`src/rtl/uart_pkg.sv`:
```
// Shared types and constants for the sample UART transmitter.
package uart_pkg;

   typedef enum logic [1:0] {IDLE, START, DATA, STOP} tx_state_t;

   localparam int BITS_PER_BYTE  = 8;
   localparam int BYTES_PER_WORD = 4;

endpackage

```
`src/rtl/sample_fifo.sv`:
```
// Synchronous word FIFO; pushes into a full FIFO and pops from an empty one are ignored.
module sample_fifo #(
   parameter int DEPTH = 8,
   parameter int W     = 32
) (
   input  logic                    clk,
   input  logic                    rst,
   input  logic                    push,
   input  logic                    pop,
   input  logic [W-1:0]            din,
   output logic [W-1:0]            dout,
   output logic [$clog2(DEPTH):0]  count,
   output logic                    full,
   output logic                    empty
);

   localparam int PW = $clog2(DEPTH);

   logic [W-1:0]  mem [DEPTH];
   logic [PW-1:0] wrPtr;
   logic [PW-1:0] rdPtr;
   logic          doPush;
   logic          doPop;

   assign full   = (count == (PW+1)'(DEPTH));
   assign empty  = (count == '0);
   assign doPush = push && !full;
   assign doPop  = pop && !empty;
   assign dout   = mem[rdPtr];

   // NOTE: the storage array is deliberately not reset; pointers and count alone say which entries are valid, so it stays a plain RAM.
   always_ff @(posedge clk) begin
      if (doPush) mem[wrPtr] <= din;
   end

   // NOTE: state registers use non-blocking assignments so every flop samples the pre-edge values, independent of statement order.
   always_ff @(posedge clk or negedge rst) begin
      if (!rst) begin
         wrPtr <= '0;
         rdPtr <= '0;
         count <= '0;
      end else begin
         if (doPush) wrPtr <= wrPtr + 1'b1;
         if (doPop)  rdPtr <= rdPtr + 1'b1;
         case ({doPush, doPop})
            2'b10:   count <= count + 1'b1;
            2'b01:   count <= count - 1'b1;
            default: count <= count;
         endcase
      end
   end

endmodule

```
`src/rtl/sample_uart_tx.sv`:
```
// Buffers 32-bit processor samples and sends each as four 8N1 bytes, MSB byte first.
module sample_uart_tx
   import uart_pkg::*;
#(
   parameter int CLKS_PER_BIT = 434,
   parameter int FIFO_DEPTH   = 8,
   parameter int DATA_W       = 32
) (
   input  logic                         clk,
   input  logic                         rst,
   input  logic                         wr_en,
   input  logic [DATA_W-1:0]            wr_data,
   output logic                         tx,
   output logic                         busy,
   output logic                         full,
   output logic                         overflow,
   output logic [$clog2(FIFO_DEPTH):0]  fifo_count
);

   localparam int            CW       = $clog2(CLKS_PER_BIT);
   localparam logic [CW-1:0] BaudLast = CW'(CLKS_PER_BIT - 1);
   localparam logic [2:0]    LastBit  = 3'(BITS_PER_BYTE - 1);
   localparam logic [1:0]    LastByte = 2'(BYTES_PER_WORD - 1);

   tx_state_t                  state;
   tx_state_t                  nextState;
   logic [CW-1:0]              baudCnt;
   logic [2:0]                 bitIdx;
   logic [1:0]                 byteIdx;
   logic [DATA_W-1:0]          shiftReg;
   logic [BITS_PER_BYTE-1:0]   curByte;
   logic [DATA_W-1:0]          fifoDout;
   logic                       fifoEmpty;
   logic                       pop;
   logic                       baudDone;
   logic                       txNext;

   sample_fifo #(.DEPTH(FIFO_DEPTH), .W(DATA_W)) uFifo (
      .clk   (clk),
      .rst   (rst),
      .push  (wr_en),
      .pop   (pop),
      .din   (wr_data),
      .dout  (fifoDout),
      .count (fifo_count),
      .full  (full),
      .empty (fifoEmpty)
   );

   assign busy     = (state != IDLE);
   assign baudDone = (baudCnt == BaudLast);
   assign curByte  = shiftReg[DATA_W-1 -: BITS_PER_BYTE];

   always_ff @(posedge clk or negedge rst) begin
      if (!rst) state <= IDLE;
      else      state <= nextState;
   end

   always_comb begin
      // NOTE: every signal gets a default before the case so no path leaves it unassigned, which would infer a latch.
      nextState = state;
      pop       = 1'b0;
      txNext    = 1'b1;
      case (state)
         IDLE: begin
            if (!fifoEmpty) begin
               pop       = 1'b1;
               nextState = START;
            end
         end
         START: begin
            txNext = 1'b0;
            if (baudDone) nextState = DATA;
         end
         DATA: begin
            txNext = curByte[bitIdx];
            if (baudDone && bitIdx == LastBit) nextState = STOP;
         end
         STOP: begin
            if (baudDone) nextState = (byteIdx == LastByte) ? IDLE : START;
         end
         default: nextState = IDLE;
      endcase
   end

   // Current byte always sits in the top of shiftReg; it moves up by one byte after each stop bit.
   always_ff @(posedge clk or negedge rst) begin
      if (!rst) begin
         baudCnt  <= '0;
         bitIdx   <= '0;
         byteIdx  <= '0;
         shiftReg <= '0;
      end else if (state == IDLE) begin
         baudCnt <= '0;
         if (pop) begin
            shiftReg <= fifoDout;
            byteIdx  <= '0;
         end
      end else if (baudDone) begin
         baudCnt <= '0;
         if (state == START) begin
            bitIdx <= '0;
         end else if (state == DATA) begin
            bitIdx <= bitIdx + 1'b1;
         end else if (state == STOP && byteIdx != LastByte) begin
            byteIdx  <= byteIdx + 1'b1;
            shiftReg <= shiftReg << BITS_PER_BYTE;
         end
      end else begin
         baudCnt <= baudCnt + 1'b1;
      end
   end

   // Line is registered so it never glitches; async reset forces it idle at once.
   always_ff @(posedge clk or negedge rst) begin
      if (!rst) begin
         tx       <= 1'b1;
         overflow <= 1'b0;
      end else begin
         tx <= txNext;
         if (wr_en && full) overflow <= 1'b1;
      end
   end

endmodule

```
`config.mk`:
```
export PLATFORM = sky130hd
export DESIGN_NAME = sample_uart_tx
export DESIGN_NICKNAME = d
export VERILOG_FILES = /design/src/rtl/uart_pkg.sv /design/src/rtl/sample_fifo.sv /design/src/rtl/sample_uart_tx.sv
export SDC_FILE = /design/constraint.sdc
export NUM_CORES = 1
export LEC_CHECK = 0
export ABC_CLOCK_PERIOD_IN_PS = 6700
export BUFFER_PORTS_ARGS = -buffer_cell sky130_fd_sc_hd__buf_4
export CAP_MARGIN = 40
export CORE_ASPECT_RATIO = 2
export CORE_MARGIN = 2
export CORE_UTILIZATION = 35
export DETAILED_ROUTE_END_ITERATION = 8
export GPL_ROUTABILITY_DRIVEN = 1
export PLACE_DENSITY = 0.53
export SYNTH_ARGS = -nofsm -noshare
export SYNTH_HDL_FRONTEND = slang
export SYNTH_SLANG_ARGS = --single-unit
```
`constraint.sdc`:
```
create_clock -name clk -period 6.7 [get_ports clk]
set_input_delay 1.005 -clock clk [delete_from_list [all_inputs] [get_ports clk]]
set_output_delay 1.005 -clock clk [all_outputs]
set_load 0.02 [all_outputs]
```
==> impl_results.md <==
* Outcome: finished, final reports clean
* Setup Crit Path Kind: register to output pin
* Num rows at 98
* Met1 global-route usage at 0.145
* EDFF count, synth at 256
* Grt total ovfl at 0
* Yosys warnings at 0
* P_leak at 5.08 nW
* First-pass iteration count of the detailed router at 5
* Power Internal at 0.00436 W
* Routability-driven placement congestion ratio at 0.752
* Seq/Total Area, Yosys at 0.728
* Num ports at 43
* Area delta synth->final at 14.6%
* PD cells at 435 nW/um^2
* Final Critical Period at 3430 ps
* Worst Hold Launch: overflow$_DFFE_PN0P_
* RR Startpoint: state[0]$_DFFE_PN0P_
* CTS max path bufs at 3
* Max-cap violations at 0
* CTS Buf Count at 28
* Die height at 273 um
* RR Endpoint: uFifo.count[2]$_DFFE_PN0P_
* Wire per inst at 21.9 um
* Worst skew pair latency at 550 ps
* Final Hold Violating Endpoints at 0
* CP startpoint: state[0]$_DFFE_PN0P_
* GRT busiest layer: met2
* Grt met3 use at 0.0191
* Worst Path Max Fanout at 51
* Net switching power figure at 0.00193 W
* Hold Path End: overflow$_DFFE_PN0P_
* Max Slew Vio Count at 0
* Post-CTS resize count at 0
* Syn Nets at 693
* CTS Hold Bufs at 0
* Synthesized instance count at 643
* VDD IR max at 0.240 mV
* CTS tree: built
* Initial drt markers at 239
* Worst-path clk slew at 70 ps
* Synth Register Bits at 316
* Final setup fails at 0
* Switching part of the total at 0.307
* Met2 Use GR at 0.272
* DP HPWL at 15200 um
* Final WS setup at 3270 ps
* Setup TNS at 0 ps
* Combinational Power Share at 0.316
* Clock net sink count at 316
* Vias in the first global route at 6549
* Worst R2R Path Depth at 11
* Fmax at 292 MHz
* WHS Path Cells at 1
* Initial antenna violation count at 0
* Total die area at 37700 um^2
* Critical path arrival at 2420 ps
* Post-CTS Setup Repair Bufs at 0
* Most frequent cells in the layout: 256 x edfxtp_1, 66 x mux4_2, 56 x dfrtp_1
* Layout Skew at 9.76 ps
* N_diodes at 0
* Largest net degree at the start of global routing at 61
* H-Tree Depth at 1
* Sequential power share at 0.436
* Via-per-instance ratio at 5.04
* Syn Area/Cell at 19.6 um^2
* Most common cell after layout, fill and taps aside: edfxtp_1
* PortBufs at 42
* RSZ-0062 raised after global routing: false
* Clock power share at 0.248
* Starting Density at 0.354
* Worst reg-to-reg setup slack at 3360 ps
* Worst slew margin at 0.400
* Total wire length at 25700 um
* Crit start category: register
* Final ANT Viol Nets at 0
* Pre-CTS setup slack at 3350 ps
* Post-route DRC violation count at 0
* Synth unique cells at 42
* Worst Path Required at 5690 ps
* Layout cells sized above 1 at 0.288
* Clock root cell: clkbuf_16
* Final Cycle Share at 0.512
* First-pass GRT wire length at 39200 um
* Asr flop ratio synth at 0.190
* Core area at 35700 um^2
* Ys flop type: edfxtp_1
* CP endpoint kind: output pin
* Die width at 138 um
* Net count, final at 750
* Total GRT Usage at 0.137
* Via count at 5895
* Slew @ Worst Pin at 899 ps
* Mapped cell area at 12600 um^2
* Hold Crit Class: register to register
layout make-up:
class,count,area [um^2]
Inverter,5,18.8
Clock inverter,14,128
Clock buffer,36,752
Fill cell,3123,21200
Multi-Input combinational cell,293,3330
Sequential cell,316,9200
Timing Repair Buffer,56,485
Tap cell,450,563
worst max path at each step:
stage,to,cells past startpoint
4_1_cts,busy,4
6_report,busy,4
5_1_grt,uFifo.count[2]$_DFFE_PN0P_,11
3_3_place_gp,uFifo.count[2]$_DFFE_PN0P_,11
3_5_place_dp,uFifo.count[2]$_DFFE_PN0P_,11
2_1_floorplan,uFifo.mem[0][0]$_DFFE_PP_,3
per-layer routing:
layer  share of wire  routed length [um]
met5               0                   0
met4           0.029                 737
met3           0.024                 625
met2            0.58               14900
met1            0.36                9360
power by group through the flow:
stage	clock (W)	combinational (W)	sequential, W
after CTS	0.00161	0.00205	0.00275
after global routing	0.00168	0.00216	0.00279
after detailed placement	0	0.00204	0.00279
final	0.00156	0.00199	0.00274
after floorplan	0	0.00147	0.00271
after global placement	0	0.00195	0.00276
synth_stat cells (2+ instances only):
library cell	n	area, um^2
edfxtp_1	256	7690
mux4_2	66	1490
dfrtp_1	59	1480
nor2_1	44	165
mux2i_1	34	340
a21oi_1	28	140
mux2_4	20	300
clkbuf_1	15	56.3
ha_1	15	188
nand2_1	13	48.8
mux2_2	10	113
o2bb2ai_1	8	70.1
xor2_1	8	70.1
buf_2	7	35.0
nor2b_1	6	37.5
xnor2_1	6	52.6
inv_1	5	18.8
nor3_1	4	20.0
buf_1	3	11.3
buf_6	3	33.8
nand2b_1	3	18.8
o21ai_0	3	15.0
a21o_1	2	15.0
and2_1	2	12.5
nand3_1	2	10.0
nand4_1	2	12.5
nor3b_1	2	15.0
o31a_1	2	17.5
or3_1	2	12.5
through the flow:
stage | utilization | area, um^2 | hold WS [ps] | total power (W) | std cells
5_1_grt | 0.406 | 14500 | 471 | 0.00663 | 1170
3_3_place_gp | 0.378 | 13500 | 440 | 0.00471 | 1116
6_report | 0.406 | 14500 | 461 | 0.00630 | 1170
2_1_floorplan | - | 12600 | 453 | 0.00418 | 643
4_1_cts | 0.406 | 14500 | 465 | 0.00641 | 1170
3_5_place_dp | 0.381 | 13600 | 449 | 0.00483 | 1120
cell families (layout without fill, tap and decap cells):
family          Yosys count  after routing  share of synthesized area
flops                   316            316                      0.728
fa+ha+maj                15             15                     0.0149
mux                     130            130                      0.177
compound gates           46             46                     0.0238
simple gates             88             88                     0.0334
buf+inv                  34            111                     0.0129
xor+xnor                 14             14                    0.00971
flip-flops by register name, indices dropped and copies added (netlist names):
signal	flops
baudCnt	9
bitIdx	3
byteIdx	2
overflow	1
shiftReg	32
state	2
tx	1
uFifo.count	4
uFifo.mem	256
uFifo.rdPtr	3
uFifo.wrPtr	3
critical path: stages (launching register included):
cell     delay [ps]
dfrtp_1         450
inv_1           180
ha_2            800
inv_1           210
buf_4           220
(Power assumes the default switching activity.)
